$ cat config.mk
export PLATFORM = sky130hd
export DESIGN_NAME = ad_bus_initiator_flat
export DESIGN_NICKNAME = d
export VERILOG_FILES = /design/src/rtl/ad_bus_pkg.sv /design/src/rtl/ad_bus_if.sv /design/src/rtl/ad_bus_wait_timer.sv /design/src/rtl/ad_bus_initiator.sv /design/src/flat_wrapper.sv
export SDC_FILE = /design/constraint.sdc
export NUM_CORES = 1
export LEC_CHECK = 0
export CAP_MARGIN = 25
export CELL_PAD_IN_SITES_DETAIL_PLACEMENT = 1
export CELL_PAD_IN_SITES_GLOBAL_PLACEMENT = 1
export CORE_ASPECT_RATIO = 1.2
export CORE_MARGIN = 5
export CORE_UTILIZATION = 35
export CTS_CLUSTER_SIZE = 12
export DETAILED_ROUTE_END_ITERATION = 12
export GPL_TIMING_DRIVEN = 0
export HOLD_SLACK_MARGIN = 0.03
export PLACE_DENSITY_LB_ADDON = 0.15
export SLEW_MARGIN = 20
export SYNTH_ARGS = -nofsm -noshare
export SYNTH_HDL_FRONTEND = slang
export SYNTH_SLANG_ARGS = --single-unit
$ cat constraint.sdc
create_clock -name clk -period 1.94 [get_ports clk]
set_input_delay 0.388 -clock clk [delete_from_list [all_inputs] [get_ports clk]]
set_output_delay 0.388 -clock clk [all_outputs]
set_load 0.1 [all_outputs]
$ cat src/rtl/ad_bus_pkg.sv
// ad_bus_pkg: shared definitions for the multiplexed AD bus initiator.
//   - default bus width and data-phase timeout
//   - FSM state type (2-bit) and state constants
//   - active levels of the bus strobes and the pad output enable
package ad_bus_pkg;

  localparam int DEF_WIDTH   = 32;
  localparam int DEF_TIMEOUT = 15;

  typedef logic [1:0] state_t;

  localparam state_t IDLE = 2'd0;
  localparam state_t ADDR = 2'd1;
  localparam state_t DATA = 2'd2;
  localparam state_t TURN = 2'd3;

  // Active levels: rd_n, wr_n and the bufif0 enable are all active low.
  localparam logic RD_ACT = 1'b0;
  localparam logic WR_ACT = 1'b0;
  localparam logic OE_ACT = 1'b0;

endpackage

$ cat src/rtl/ad_bus_if.sv
// ad_bus_if: bundles the request/response handshake of the local register
// master together with the AD bus pad-ring signals.
//   modport slave  : the initiator's view (accepts requests, drives the bus)
//   modport master : the environment's view (issues requests, plays target)
//
// Handshake: a request transfers on a rising edge where req_valid and
// req_ready are both 1; req_ready is only ever 1 while the initiator is idle.
// rsp_valid is a single-cycle strobe; rsp_err and rsp_rdata qualify it.
interface ad_bus_if import ad_bus_pkg::*; #(
  parameter int WIDTH = DEF_WIDTH
) ();

  logic             req_valid;
  logic             req_ready;
  logic             req_write;
  logic [WIDTH-1:0] req_addr;
  logic [WIDTH-1:0] req_wdata;
  logic             rsp_valid;
  logic             rsp_err;
  logic [WIDTH-1:0] rsp_rdata;
  logic [WIDTH-1:0] ad_out;
  logic             ad_oe_n;
  logic [WIDTH-1:0] ad_in;
  logic             ale;
  logic             rd_n;
  logic             wr_n;
  logic             ack;

  modport slave (
    input  req_valid, req_write, req_addr, req_wdata, ad_in, ack,
    output req_ready, rsp_valid, rsp_err, rsp_rdata,
           ad_out, ad_oe_n, ale, rd_n, wr_n
  );

  modport master (
    output req_valid, req_write, req_addr, req_wdata, ad_in, ack,
    input  req_ready, rsp_valid, rsp_err, rsp_rdata,
           ad_out, ad_oe_n, ale, rd_n, wr_n
  );

endinterface

$ cat src/rtl/ad_bus_wait_timer.sv
// ad_bus_wait_timer: counts data-phase cycles and flags the timeout.
//   clk, reset_n : clock, asynchronous active-low reset
//   clear_i      : zero the count (asserted the cycle before the data phase)
//   enable_i     : one data-phase cycle elapses this cycle
//   expired_o    : this enabled cycle brings the count to TIMEOUT
module ad_bus_wait_timer #(
  parameter int TIMEOUT = 15
) (
  input  logic clk,
  input  logic reset_n,
  input  logic clear_i,
  input  logic enable_i,
  output logic expired_o
);

  localparam int CW = $clog2(TIMEOUT + 1);
  localparam logic [CW-1:0] CNT_MAX  = CW'(TIMEOUT);
  localparam logic [CW-1:0] CNT_LAST = CW'(TIMEOUT - 1);

  logic [CW-1:0] cnt_q;
  logic [CW-1:0] cnt_d;

  always_comb begin
    cnt_d = cnt_q;
    if (clear_i) begin
      cnt_d = '0;
    end else if (enable_i && (cnt_q != CNT_MAX)) begin
      cnt_d = cnt_q + 1'b1;
    end
  end

  always_ff @(posedge clk or negedge reset_n) begin
    if (!reset_n) begin
      cnt_q <= '0;
    end else begin
      cnt_q <= cnt_d;
    end
  end

  // cnt_q holds the number of completed data cycles, so the cycle in which
  // it reads TIMEOUT-1 is the TIMEOUT-th one: the count reaches TIMEOUT now.
  assign expired_o = enable_i && (cnt_q == CNT_LAST);

endmodule

$ cat src/rtl/ad_bus_initiator.sv
// ad_bus_initiator: runs one multiplexed AD bus transaction at a time.
//   clk, reset_n : clock, asynchronous active-low reset
//   bus          : request/response handshake and AD bus pins (slave view)
//   dbg_state_o  : current FSM state
// Sequence: IDLE -> ADDR (ale, address driven) -> DATA (strobe until ack or
// timeout) -> TURN (bus released, rsp_valid) -> IDLE. Every output is a flop.
module ad_bus_initiator import ad_bus_pkg::*; #(
  parameter int WIDTH   = DEF_WIDTH,
  parameter int TIMEOUT = DEF_TIMEOUT
) (
  input  logic   clk,
  input  logic   reset_n,
  ad_bus_if.slave bus,
  output state_t dbg_state_o
);

  state_t           state_q, state_d;
  logic             wr_q, wr_d;
  logic [WIDTH-1:0] wdata_q, wdata_d;
  logic             req_ready_q, req_ready_d;
  logic             rsp_valid_q, rsp_valid_d;
  logic             rsp_err_q, rsp_err_d;
  logic [WIDTH-1:0] rsp_rdata_q, rsp_rdata_d;
  logic [WIDTH-1:0] ad_out_q, ad_out_d;
  logic             ad_oe_n_q, ad_oe_n_d;
  logic             ale_q, ale_d;
  logic             rd_n_q, rd_n_d;
  logic             wr_n_q, wr_n_d;

  logic timer_clear;
  logic timer_en;
  logic timer_expired;

  ad_bus_wait_timer #(.TIMEOUT(TIMEOUT)) u_wait_timer (
    .clk       (clk),
    .reset_n   (reset_n),
    .clear_i   (timer_clear),
    .enable_i  (timer_en),
    .expired_o (timer_expired)
  );

  always_comb begin
    state_d     = state_q;
    wr_d        = wr_q;
    wdata_d     = wdata_q;
    req_ready_d = req_ready_q;
    rsp_valid_d = rsp_valid_q;
    rsp_err_d   = rsp_err_q;
    rsp_rdata_d = rsp_rdata_q;
    ad_out_d    = ad_out_q;
    ad_oe_n_d   = ad_oe_n_q;
    ale_d       = ale_q;
    rd_n_d      = rd_n_q;
    wr_n_d      = wr_n_q;
    timer_clear = 1'b0;
    timer_en    = 1'b0;

    case (state_q)
      IDLE: begin
        req_ready_d = 1'b1;
        // req_ready_q gates acceptance so the first edge after reset only
        // raises ready. The address goes straight into the bus register.
        if (bus.req_valid && req_ready_q) begin
          wr_d        = bus.req_write;
          wdata_d     = bus.req_wdata;
          req_ready_d = 1'b0;
          ad_out_d    = bus.req_addr;
          ad_oe_n_d   = OE_ACT;
          ale_d       = 1'b1;
          state_d     = ADDR;
        end
      end

      ADDR: begin
        timer_clear = 1'b1;
        ale_d       = 1'b0;
        state_d     = DATA;
        if (wr_q) begin
          ad_out_d  = wdata_q;
          ad_oe_n_d = OE_ACT;
          wr_n_d    = WR_ACT;
        end else begin
          // Release the pads before asserting rd_n so the target never
          // fights the initiator.
          ad_oe_n_d = ~OE_ACT;
          rd_n_d    = RD_ACT;
        end
      end

      DATA: begin
        timer_en = 1'b1;
        // ack has priority, so an ack in the last allowed cycle succeeds.
        if (bus.ack || timer_expired) begin
          rsp_valid_d = 1'b1;
          rsp_err_d   = ~bus.ack;
          rsp_rdata_d = (bus.ack && !wr_q) ? bus.ad_in : '0;
          ad_oe_n_d   = ~OE_ACT;
          rd_n_d      = ~RD_ACT;
          wr_n_d      = ~WR_ACT;
          state_d     = TURN;
        end
      end

      TURN: begin
        rsp_valid_d = 1'b0;
        req_ready_d = 1'b1;
        state_d     = IDLE;
      end

      default: begin
        state_d = IDLE;
      end
    endcase
  end

  always_ff @(posedge clk or negedge reset_n) begin
    if (!reset_n) begin
      state_q     <= IDLE;
      wr_q        <= 1'b0;
      wdata_q     <= '0;
      req_ready_q <= 1'b0;
      rsp_valid_q <= 1'b0;
      rsp_err_q   <= 1'b0;
      rsp_rdata_q <= '0;
      ad_out_q    <= '0;
      ad_oe_n_q   <= ~OE_ACT;
      ale_q       <= 1'b0;
      rd_n_q      <= ~RD_ACT;
      wr_n_q      <= ~WR_ACT;
    end else begin
      state_q     <= state_d;
      wr_q        <= wr_d;
      wdata_q     <= wdata_d;
      req_ready_q <= req_ready_d;
      rsp_valid_q <= rsp_valid_d;
      rsp_err_q   <= rsp_err_d;
      rsp_rdata_q <= rsp_rdata_d;
      ad_out_q    <= ad_out_d;
      ad_oe_n_q   <= ad_oe_n_d;
      ale_q       <= ale_d;
      rd_n_q      <= rd_n_d;
      wr_n_q      <= wr_n_d;
    end
  end

  assign bus.req_ready = req_ready_q;
  assign bus.rsp_valid = rsp_valid_q;
  assign bus.rsp_err   = rsp_err_q;
  assign bus.rsp_rdata = rsp_rdata_q;
  assign bus.ad_out    = ad_out_q;
  assign bus.ad_oe_n   = ad_oe_n_q;
  assign bus.ale       = ale_q;
  assign bus.rd_n      = rd_n_q;
  assign bus.wr_n      = wr_n_q;
  assign dbg_state_o   = state_q;

endmodule

$ cat src/flat_wrapper.sv
// flat-port wrapper written by rule: the top's interface ports become plain ports
module ad_bus_initiator_flat import ad_bus_pkg::*;
#(
  parameter int WIDTH   = DEF_WIDTH,
  parameter int TIMEOUT = DEF_TIMEOUT
)
  (clk, reset_n, dbg_state_o, bus_req_valid, bus_req_write, bus_req_addr, bus_req_wdata, bus_ad_in, bus_ack, bus_req_ready, bus_rsp_valid, bus_rsp_err, bus_rsp_rdata, bus_ad_out, bus_ad_oe_n, bus_ale, bus_rd_n, bus_wr_n);
  ad_bus_if #(.WIDTH(WIDTH)) bus_i ();
  input  logic clk;
  input  logic reset_n;
  output state_t dbg_state_o;
  input wire logic [$bits(bus_i.req_valid)-1:0] bus_req_valid;
  input wire logic [$bits(bus_i.req_write)-1:0] bus_req_write;
  input wire logic [$bits(bus_i.req_addr)-1:0] bus_req_addr;
  input wire logic [$bits(bus_i.req_wdata)-1:0] bus_req_wdata;
  input wire logic [$bits(bus_i.ad_in)-1:0] bus_ad_in;
  input wire logic [$bits(bus_i.ack)-1:0] bus_ack;
  output wire logic [$bits(bus_i.req_ready)-1:0] bus_req_ready;
  output wire logic [$bits(bus_i.rsp_valid)-1:0] bus_rsp_valid;
  output wire logic [$bits(bus_i.rsp_err)-1:0] bus_rsp_err;
  output wire logic [$bits(bus_i.rsp_rdata)-1:0] bus_rsp_rdata;
  output wire logic [$bits(bus_i.ad_out)-1:0] bus_ad_out;
  output wire logic [$bits(bus_i.ad_oe_n)-1:0] bus_ad_oe_n;
  output wire logic [$bits(bus_i.ale)-1:0] bus_ale;
  output wire logic [$bits(bus_i.rd_n)-1:0] bus_rd_n;
  output wire logic [$bits(bus_i.wr_n)-1:0] bus_wr_n;
  assign bus_i.req_valid = bus_req_valid;
  assign bus_i.req_write = bus_req_write;
  assign bus_i.req_addr = bus_req_addr;
  assign bus_i.req_wdata = bus_req_wdata;
  assign bus_i.ad_in = bus_ad_in;
  assign bus_i.ack = bus_ack;
  assign bus_req_ready = bus_i.req_ready;
  assign bus_rsp_valid = bus_i.rsp_valid;
  assign bus_rsp_err = bus_i.rsp_err;
  assign bus_rsp_rdata = bus_i.rsp_rdata;
  assign bus_ad_out = bus_i.ad_out;
  assign bus_ad_oe_n = bus_i.ad_oe_n;
  assign bus_ale = bus_i.ale;
  assign bus_rd_n = bus_i.rd_n;
  assign bus_wr_n = bus_i.wr_n;
  ad_bus_initiator #(.WIDTH(WIDTH), .TIMEOUT(TIMEOUT)) u_core (.clk(clk), .reset_n(reset_n), .bus(bus_i), .dbg_state_o(dbg_state_o));
endmodule
==> impl_metrics.py <==
metrics = {
    "critical_path": {
        "critPathSlowestCell": "clkdlybuf4s15_1",
        "cp_num_buf_inv": 1,
        "crit_type": "flip-flop to output port",
        "path_cells": "clkdlybuf4s15_1",
        "arrival_ps": 1520,
        "cp_max_fo": 2,
        "cp_top_family": "buffers and inverters",
        "critical_path_required_ps": 1550,
        "startpoint_type": "flip-flop",
        "cp-end-kind": "output port",
        "max_stage_delay_ps": 830,
    },
    "routing": {
        "firstDrtPassIters": 4,
        "routed_wl_mm": 14.40,
        "drc_errors": 0,
        "avgRoutedWirePerCell_microns": 19.20,
        "postRouteAntennaNets": 0,
        "vias": 3777,
        "drt-vias-per-instance": 5.036,
        "dr.first_iter.drc_count": 90,
    },
    "grt": {
        "use_met2_pct": 30.70,
        "antenna_found_initial": 0,
        "overflow": 0,
        "grtUsageMet3_pct": 6.089,
        "grt_pass1_vias": 4287,
        "use_met1_pct": 19.48,
        "grt_usage_pct": 17.45,
        "grt-busiest-layer": "met2",
        "grt_max_degree": 78,
        "grt_pass1_wl_mm": 23.33,
    },
    "layout": {
        "nFillCells": 1458,
        "drive_gt1_share_pct": 37.48,
        "diodes": 0,
        "fin_nets": 682,
        "syn_to_final_growth_pct": 47.11,
        "seq_area_sq_um": 2765,
        "multi_input_area_sq_um": 2046,
    },
    "clock_network": {
        "clk_path_buf_depth": 2,
        "clkTransAtPathRegs_ps": 70,
        "clk_latency_ps": 350,
        "cts-root-buf": "clkbuf_16",
        "ctsHtreeMaxLevel": 3,
        "tritoncts": "yes",
        "cts_buffers": 9,
        "cts_sinks": 110,
    },
    "synth": {
        "ys_async_sr_fraction_pct": 100.0,
        "yosysTopAreaCellShare_pct": 54.08,
        "ys_seq_elements": 110,
        "ys.warnings.count": 0,
        "synth_edf_count": 0,
        "ys_seq_area_share_pct": 55.67,
        "yosysMostFrequentCell": "dfrtp_1",
        "mappedNetlistArea_sq_um": 4951,
        "syn_avg_cell_area_sq_um": 12.79,
        "synth_cell_types": 31,
        "synthCells": 387,
        "syn_nets": 495,
        "synth_area_leader_cell": "dfrtp_1",
        "synthTopCellsByCount": "dfrtp_1 (107), mux2_2 (96), o21ai_0 (35)",
        "synth_area_leaders": "dfrtp_1 (54%), mux2_2 (22%), nand4b_1 (5.7%), o21ai_0 (3.5%), nand2_1 (2.6%)",
        "ys.flop_type": "dfrtp_1",
    },
    "sta": {
        "finalSetupViolations": 0,
        "worstMarginPinSlew_ps": 958.9,
        "timing.setup.tns_ps": 0,
        "grt_setup_unrepaired": "false",
        "final-hold-violation-count": 0,
        "maxClockFrequency_ghz": 0.5254,
        "drv_slew": 0,
        "fin_crit_ps": 1903,
        "maxSlewHeadroom_pct": 36.32,
        "fin_skew_ps": 3.737,
        "post-route-period-util_pct": 98.10,
    },
    "floorplan": {
        "ioPinCount": 174,
        "die-area_sq_um": 16630,
        "core_sq_um": 13820,
        "std_cell_rows": 47,
        "die_h_microns": 140.3,
        "die_w_microns": 118.6,
        "start_util_pct": 35.83,
    },
    "placed_design": {
        "gp_congestion": 0.7614,
        "hpwl_mm": 10.87,
        "portBuffers": 172,
    },
    "min_path": {
        "min_path_type": "input pin to flip-flop",
    },
    "flow_run": {
        "drv_cap": 0,
    },
    "run_status": {
        "status": "completed",
    },
}
[cell usage in the layout (no fill, tap or decap), types with 4 or more instances in the layout]
cell,instances
dfrtp_1,104
clkdlybuf4s50_1,98
mux2_2,96
clkdlybuf4s15_2,47
o21ai_0,35
nand2_1,34
nand4b_1,32
clkbuf_2,29
clkbuf_1,12
clkbuf_16,9
inv_1,7
buf_2,6
a21oi_1,6
buf_6,5
ha_1,5
a2bb2oi_1,4
[what timing repair did]
| action | in CTS | in global routing |
|---|---|---|
| hold buffers | 1 | 0 |
| hold endpoints to repair | 33 | 0 |
| pin swaps | 1 | 0 |
| setup endpoints to repair | 103 | 60 |
| setup buffers | 1 | 2 |
| gates resized for setup | 193 | 33 |
[registers in the layout, summed over array words and instances, names as in the netlist]
| name | count |
|---|---|
| u_core.bus.wr_n | 1 |
| u_core.bus.rsp_rdata | 32 |
| u_core.bus.rsp_err | 1 |
| u_core.wr_q | 1 |
| u_core.wdata_q | 32 |
| u_core.bus.req_ready | 1 |
| u_core.bus.rd_n | 1 |
| u_core.bus.ad_oe_n | 1 |
| u_core.bus.ad_out | 32 |
| u_core.bus.ale | 1 |
| u_core.u_wait_timer.cnt_q | 4 |
| u_core.dbg_state_o | 2 |
| u_core.bus.rsp_valid | 1 |
[worst reg2reg max path, delay by kind of cell (launching register included)]
kind | cells | cell delay [ps]
muxes | 1 | 350
DFF | 1 | 530
buffers and inverters | 2 | 300
adders and majority gates | 1 | 190
and+or+nand+nor | 2 | 380
[path summary, 6_finish.rpt]
| path | startpoint | endpoint | slack [ps] | cells past startpoint |
|---|---|---|---|---|
| worst max-delay path | u_core.bus.rsp_rdata[30] | bus_rsp_rdata[30] | 40 | 1 |
| min in group asynchronous | reset_n | u_core.bus.rsp_rdata[13] | 500 | 2 |
| worst min register to register | u_core.bus.ad_oe_n | u_core.bus.ad_oe_n | 470 | 2 |
| worst min-delay path | bus_ack | u_core.bus.rsp_rdata[19] | 470 | 3 |
| worst max register to register | u_core.dbg_state_o[0] | u_core.bus.ad_out[15] | 80 | 6 |
| max in group asynchronous | reset_n | u_core.bus.ad_oe_n | 720 | 3 |
[area by class of cell]
cell class,instances,share of cell area [%]
Tap cell,171,2.938
Clock inverter,6,1.151
Sequential cell,110,37.97
Multi-Input combinational cell,238,28.09
Buffer,29,2.165
Clock buffer,10,3.281
Inverter,9,0.5326
Timing Repair Buffer,177,23.88
[metal layers]
metal,vias to the layer above,wire length (microns)
met3,15,1142
met4,0,259
met5,-,0
met2,122,7480
met1,1881,5518
li1,1759,-
[metrics by stage]
step	cell area (sq um)	hold slack, ps	setup WS (ps)	instances	util, %
after floorplan	4999	92.41	4.249	387	-
after global placement	6934	464.6	-4748	730	50.18
after detailed placement	6963	306.8	-148.1	731	50.38
after CTS	7375	452.9	0.08860	749	53.36
after global routing	7283	482.0	2.991	750	52.70
final	7283	467.5	36.80	750	52.70
[kinds of logic (layout without fill, tap and decap cells)]
group                      Yosys count  count (layout)  synth area share, %
DFF                                110             110                55.67
muxes                              101             101                22.90
and+or+nand+nor                     77              77                9.654
AOI/OAI and AO/OA                   53              53                6.343
buffers and inverters               39             231                3.664
adders and majority gates            7               7                1.769
Power is left out: the tool's default activity adds up to more than one toggle a clock period on the data nets, which glitch-free logic cannot reach.
